**config.mk**
```make
export PLATFORM = sky130hd
export DESIGN_NAME = adder_sum_accumulator
export DESIGN_NICKNAME = d
export VERILOG_FILES = /design/src/rtl/adder_sum_accumulator.sv
export SDC_FILE = /design/constraint.sdc
export NUM_CORES = 1
export LEC_CHECK = 0
export ABC_AREA = 1
export BUFFER_PORTS_ARGS = -buffer_cell sky130_fd_sc_hd__buf_2
export CORE_MARGIN = 5
export CORE_UTILIZATION = 45
export DETAILED_ROUTE_END_ITERATION = 16
export PLACE_DENSITY = 0.79
export SLEW_MARGIN = 20
export SYNTH_ARGS = -nofsm -noshare
export SYNTH_HDL_FRONTEND = slang
export SYNTH_SLANG_ARGS = --single-unit
```
**constraint.sdc**
```tcl
create_clock -name clk -period 1.5 [get_ports clk]
set_input_delay 0.075 -clock clk [delete_from_list [all_inputs] [get_ports clk]]
set_output_delay 0.075 -clock clk [all_outputs]
set_load 0.05 [all_outputs]
```
**src/rtl/adder_sum_accumulator.sv**
```systemverilog
// Accumulates a programmed number of 5-bit ripple-adder results into an ACC_W-bit total.
// Presents the total and a sticky overflow flag on a valid/ready output port.
module adder_sum_accumulator #(
   parameter int ACC_W = 8
) (
   input  logic             clk,
   input  logic             rst_n,
   input  logic             start,
   input  logic [3:0]       num_terms,
   input  logic             in_valid,
   output logic             in_ready,
   input  logic [3:0]       in_sum,
   input  logic             in_cout,
   output logic             out_valid,
   input  logic             out_ready,
   output logic [ACC_W-1:0] out_acc,
   output logic             out_ovf,
   output logic             busy,
   output logic [1:0]       dbg_state
);

   // Handshakes: a transfer happens on a rising edge where valid && ready.
   // A producer holds valid and data stable until that edge. in_ready and out_valid
   // come only from the registered state, so they never depend on in_valid or out_ready.

   typedef enum logic [1:0] {
      S_IDLE  = 2'd0,
      S_ACCUM = 2'd1,
      S_DONE  = 2'd2
   } state_t;

   state_t           state_q, state_d;
   logic [ACC_W-1:0] acc_q, acc_d;
   logic             ovf_q, ovf_d;
   logic [3:0]       remaining_q, remaining_d;

   logic [ACC_W:0]   term_ext;
   logic [ACC_W:0]   sum_ext;
   logic             beat;
   logic             out_hs;

   assign term_ext = {{(ACC_W-4){1'b0}}, in_cout, in_sum};
   assign sum_ext  = {1'b0, acc_q} + term_ext;

   always_comb begin
      in_ready  = 1'b0;
      out_valid = 1'b0;
      unique case (state_q)
         S_ACCUM: in_ready  = 1'b1;
         S_DONE:  out_valid = 1'b1;
         default: ;
      endcase
   end

   assign beat   = in_valid && in_ready;
   assign out_hs = out_valid && out_ready;

   always_comb begin
      state_d     = state_q;
      acc_d       = acc_q;
      ovf_d       = ovf_q;
      remaining_d = remaining_q;
      unique case (state_q)
         S_IDLE: begin
            if (start) begin
               acc_d       = '0;
               ovf_d       = 1'b0;
               remaining_d = num_terms;
               state_d     = (num_terms == 4'd0) ? S_DONE : S_ACCUM;
            end
         end
         S_ACCUM: begin
            if (beat) begin
               acc_d       = sum_ext[ACC_W-1:0];
               ovf_d       = ovf_q | sum_ext[ACC_W];
               remaining_d = remaining_q - 4'd1;
               if (remaining_q == 4'd1) begin
                  state_d = S_DONE;
               end
            end
         end
         S_DONE: begin
            // acc/ovf stay put after the handshake; only the next start clears them.
            if (out_hs) begin
               state_d = S_IDLE;
            end
         end
         default: state_d = S_IDLE;
      endcase
   end

   always_ff @(posedge clk) begin
      if (!rst_n) begin
         state_q     <= S_IDLE;
         acc_q       <= '0;
         ovf_q       <= 1'b0;
         remaining_q <= 4'd0;
      end else begin
         state_q     <= state_d;
         acc_q       <= acc_d;
         ovf_q       <= ovf_d;
         remaining_q <= remaining_d;
      end
   end

   assign out_acc   = acc_q;
   assign out_ovf   = ovf_q;
   assign busy      = (state_q != S_IDLE);
   assign dbg_state = state_q;

endmodule

```
* Word level (Yosys, flattened, before mapping)
Index checks and enable logic that the tools add are counted.
** Storage, ports and cells
- Flip-flop bits (word level) :: 15
- Latch bits :: 0
- Bits in writable memories :: 0
- Memory bits (read-only) :: 0
- Output and inout bits :: 14
- Logic and storage cells :: 39
- Memories kept :: 0
** Operators by class
- Add/subtract/negate cells :: 2
- $mul :: 0
- Div/mod/pow operators :: 0
- $lt $le $gt $ge :: 0
- Equal/unequal tests :: 7
- Shift-type cells :: 0
- Mux-type cells :: 17
- Bitwise logic cells :: 1
- Reductions and logical operators :: 8
** Operators by type and width (number)
- 8-bit two-way mux :: 2
- 8-bit one-hot mux with 2 select lines :: 1
- 2-bit two-way mux :: 5
- 8-bit by 5-bit adder with 9-bit output :: 1
- 4-bit two-way mux :: 2
- 2-bit inequality test (second input constant) :: 4
- 4-bit one-hot mux with 2 select lines :: 1
- 2-bit one-hot mux with 3 select lines :: 1
- 4-bit by 1-bit equality test with 1-bit output (second input constant) :: 1
- 4-bit logical NOT :: 1
- 1-bit two-way mux :: 4
- 4-bit AND reduction :: 1
- 2-bit nonzero test :: 2
- 4-bit by 1-bit subtractor with 4-bit output (second input constant) :: 1
- 3-bit AND reduction :: 1
- 2-bit by 1-bit equality test with 1-bit output (second input constant) :: 1
- 2-bit equality test (second input constant) :: 1
- 1-bit logical AND :: 2
- 2-bit logical NOT :: 1
- 1-bit one-hot mux with 2 select lines :: 1
- 1-bit bitwise OR :: 1

* Depth between registers and ports, before layout
- Word-level depth :: 5
- Gate-level depth with buffers :: 8
- Gate-level depth less buffers :: 8

* Worst setup path before layout
OpenSTA, ideal clock, no wires.
- Kind :: flip-flop to flip-flop
- Start :: register state_q[1], in the netlist dbg_state[1]
- End :: register state_q[1], in the netlist dbg_state[1]
- Data arrival time :: 1.887 ns
- Required time :: 1.436 ns
- Setup slack :: -0.451 ns
- Cell stages (with the launch flop) :: 7
- Clock period less this slack :: 1.951 ns
- Cell sequence :: dfxtp_1 inv_1 nor2_1 nand2_1 nand3_1 nor2_1 nor2_1
** On the way
- Longest elaborated chain between the ends :: 5
- Elaborated cells on any way between the ends :: 13
- Those cells by class :: 6 x eq/ne; 3 x mux; 4 x reduce/logical
** RTL lines
- start, declared :: line 32 : state_t state_q, state_d;
- start signal, assigned :: line 99 : state_q <= state_d;
- 2-bit equality test :: line 48 : unique case (state_q)
- 1-bit two-way mux :: line 48
- via out_valid :: line 14 : output logic out_valid,
- 1-bit logical AND :: line 56 : assign out_hs = out_valid && out_ready;
- 2-bit inequality test (no source line)
- 4-bit AND reduction (no source line)
The timed path passes the listed nets, and every way through them passes these cells.
A chain may end at the register's enable or synchronous reset.

* Worst setup path in the final report
- Start :: register acc_q[0], in the netlist out_acc[0]
- End :: register acc_q[6], in the netlist out_acc[6]
** On the way
- Longest elaborated chain between the ends :: 3
** RTL lines
- start, declared :: line 33 : logic [ACC_W-1:0] acc_q, acc_d;
- start signal, assigned :: line 95 : acc_q <= '0;
- start signal, assigned :: line 100 : acc_q <= acc_d;
- 8-bit by 5-bit adder with 9-bit output :: line 43 : assign sum_ext = {1'b0, acc_q} + term_ext;
- 8-bit two-way mux :: line 73 : if (beat) begin
- 8-bit one-hot mux with 2 select lines :: line 63 : unique case (state_q)
Every way passes these cells. The select of a mux whose other input is x is not followed.

==> run_results.csv <==
group,metric,value,unit
status,status,"finished clean",
logic_synthesis,postSynthAreaPerCell,6.76,um2
worst_setup_path,crit_chain,"ha_2 > fa_2 > nand3_1 > nand3_1 > a21oi_1 > nor2_1",
cells_and_area,ff_latch_area,312,um2
logic_synthesis,syn_inst,144,
cells_and_area,nets,198,
logic_synthesis,synth_top_flop_cell,"dfxtp_1",
worst_setup_path,cp.depth,6,
route,drt-total-wl,2270,um
cells_and_area,post-route-util,60.2,%
clocking,hold_buffers,0,
logic_synthesis,ys_types,23,
power,p_total,1.33,mW
worst_setup_path,arrival,1630,ps
grt,grt_max_degree,10,
logic_synthesis,netlist_top_cells_area,"dfxtp_1, nand2_1, ha_1",
logic_synthesis,synth_edf_count,0,
clocking,htreeDepth,1,
logic_synthesis,netlist_top_cells_count,"nand2_1, inv_1, dfxtp_1",
worst_setup_path,ff2ff_path_depth,6,
worst_setup_path,path_class,"reg2reg",
place,dp_hpwl,1850,um
logic_synthesis,ys_seq_area_share,30.8,%
place,portBuffers,27,
grt,grt_pass1_wl,4030,um
power,powerDensity,1100,nW/um2
logic_synthesis,yosys.area.top_type,"dfxtp_1",
logic_synthesis,syn_area,973,um2
worst_setup_path,cp-start-kind,"flop",
clocking,cts_sinks,15,
timing,hold_viol,0,
floorplan,io_pins,28,
worst_setup_path,cpPeakStageDelay,380,ps
timing,slew_headroom,82.9,%
route,dr.first_iter.drc_count,22,
power,power.leakage,0.631,nW
timing,worst_slew_pin_slew,258,ps
logic_synthesis,syn-num-nets,166,
worst_setup_path,cp_common_cell,"nand3_1",
clocking,cts_root_buf,"clkbuf_4",
worst_setup_path,worst-path-buf-inv,0,
logic_synthesis,synthArstFlopShare,0,%
min_path,min_path_type,"in2reg",
route,viasPerCell,5.05,
cells_and_area,antenna_cells,0,
worst_setup_path,critPathLaunch,"out_acc[0]",
floorplan,die_h,56.5,um
cells_and_area,fillers,198,
timing,finalMaxSlewViolations,0,
timing,grt_setup_unrepaired,"yes",
worst_setup_path,r2r-start,"out_acc[0]",
floorplan,start_util,48.6,%
cells_and_area,areaGrowthSynthToFinish,23.8,%
floorplan,num_rows,16,
timing,fmax,698,MHz
clocking,path_clk_slew,100,ps
route,firstDrtPassIters,4,
clocking,cts_max_path_buffers,2,
grt,antenna_found_initial,0,
floorplan,dieWidth,56.5,um
grt,grt_pass1_vias,967,
timing,post-route-period-util,95.5,%
route,drc,0,
place,gp_congestion,0.821,
clocking,cts_setup_buffers,0,
power,peakVddDrop,0.876,mV
grt,grt_remaining_overflow,0,
route,antenna_left,0,
place,numPlacedInstances,198,
clocking,insertion_delay,290,ps
worst_setup_path,cp-end-kind,"flop",
timing,fin_crit,1430,ps
route,dr_total_vias,1021,
timing,setup_violations,0,
cells_and_area,multi_input_area,604,um2
logic_synthesis,ys_seq_elements,15,
logic_synthesis,yosysMostFrequentCell,"nand2_1",
worst_setup_path,crit_end,"out_acc[6]",
timing,setup_ws,67.2,ps
clocking,cts_tree,"done",
worst_setup_path,cp.required,1700,ps
cells_and_area,fin_cells,202,
worst_setup_path,slowest_stage,"fa_2",
logic_synthesis,synth_warnings,0,
worst_setup_path,reg2reg_to,"out_acc[6]",
timing,fin_skew,12.3,ps
grt,track_usage,15.7,%
cells_and_area,drive_gt1_share,30.9,%
floorplan,core-area,2000,um2
job,cap_viol_max_count,0,
worst_setup_path,r2r_setup_slack,70,ps
clocking,cts_buffers,3,
logic_synthesis,synth.top_cell.area_share,30.8,%
route,wl_per_cell,11.2,um
worst_setup_path,path_delay_family,"adder cells",
floorplan,design.die.area,3190,um2
worst_setup_path,cp_max_fo,4,
place,place_ws,23.6,ps
cell families (layout without fill, tap and decap cells):
group                    Yosys count  in the layout  synth area share [%]
AO/OA/AOI/OAI                     24             24                  13.2
flip-flops                        15             15                  30.8
AND/OR/NAND/NOR                   72             72                  34.7
buffers and inverters             24             55                  9.25
XOR/XNOR                           1              1                 0.900
adder cells (fa/ha/maj)            8              8                  11.1
area by class of cell:
type / instances / share of cell area (%)
Multi-Input combinational cell: 105 / 50.2
Clock buffer: 3 / 1.87
Timing Repair Buffer: 27 / 11.4
Inverter: 24 / 7.48
Sequential cell: 15 / 25.9
Clock inverter: 1 / 0.415
Tap cell: 27 / 2.80
layer usage:
| metal | vias to the layer above | GRT usage (%) | share of wire (%) |
|---|---|---|---|
| met5 | - | 0 | 0 |
| met4 | 0 | 4.41 | 1.4 |
| met3 | 4 | 6.42 | 8.0 |
| met2 | 31 | 27.1 | 49 |
| met1 | 461 | 17.5 | 42 |
| li1 | 525 | - | - |
worst min-delay path by stage:
stage / to / depth (start not counted) / startpoint
2_1_floorplan: dbg_state[0] / 2 / rst_n
3_3_place_gp: remaining_q[2] / 3 / num_terms[2]
3_5_place_dp: remaining_q[2] / 3 / num_terms[2]
4_1_cts: remaining_q[2] / 3 / num_terms[2]
5_1_grt: remaining_q[2] / 3 / num_terms[2]
6_report: remaining_q[2] / 3 / num_terms[2]
where the power goes:
part           internal [mW]  switching [mW]  total (mW)
Sequential             0.449          0.0432       0.492
Combinational          0.172           0.424       0.596
Clock                 0.0992           0.144       0.243
Total                  0.721           0.611        1.33
state kept, by name, summed over array words and instances (netlist names):
| register | cells |
|---|---|
| out_ovf | 1 |
| out_acc | 8 |
| remaining_q | 4 |
| dbg_state | 2 |
worst reg2reg max path: stages (launching register included):
cell and delay (ps):
dfxtp_4 360, ha_2 190, fa_2 380, nand3_1 100, nand3_1 120, a21oi_1 150, nor2_1 50
stage by stage:
step	cell area, um2	setup TNS [ps]	hold WS, ps
floorplan	995	0	209
global placement	1160	0	360
detailed placement	1160	0	381
CTS	1190	0	57.8
global route	1200	-33.7	51.3
finish	1200	0	60.6
what timing repair did:
action / CTS / global route
endpoints found under the setup margin: 0 / 4
hold endpoints to repair: 0 / 0
gates resized for setup: 0 / 5
layout by cell type (no fill, tap or decap), drive strengths merged, types with 4 or more instances in the layout:
master	netlist	layout
inv	24	24
buf	0	26
a21oi	15	15
ha	7	7
dfxtp	15	15
clkbuf	0	4
nand3	14	14
nand2	41	41
nor2	13	13
o21ai	6	6
(Power assumes the default switching activity.)
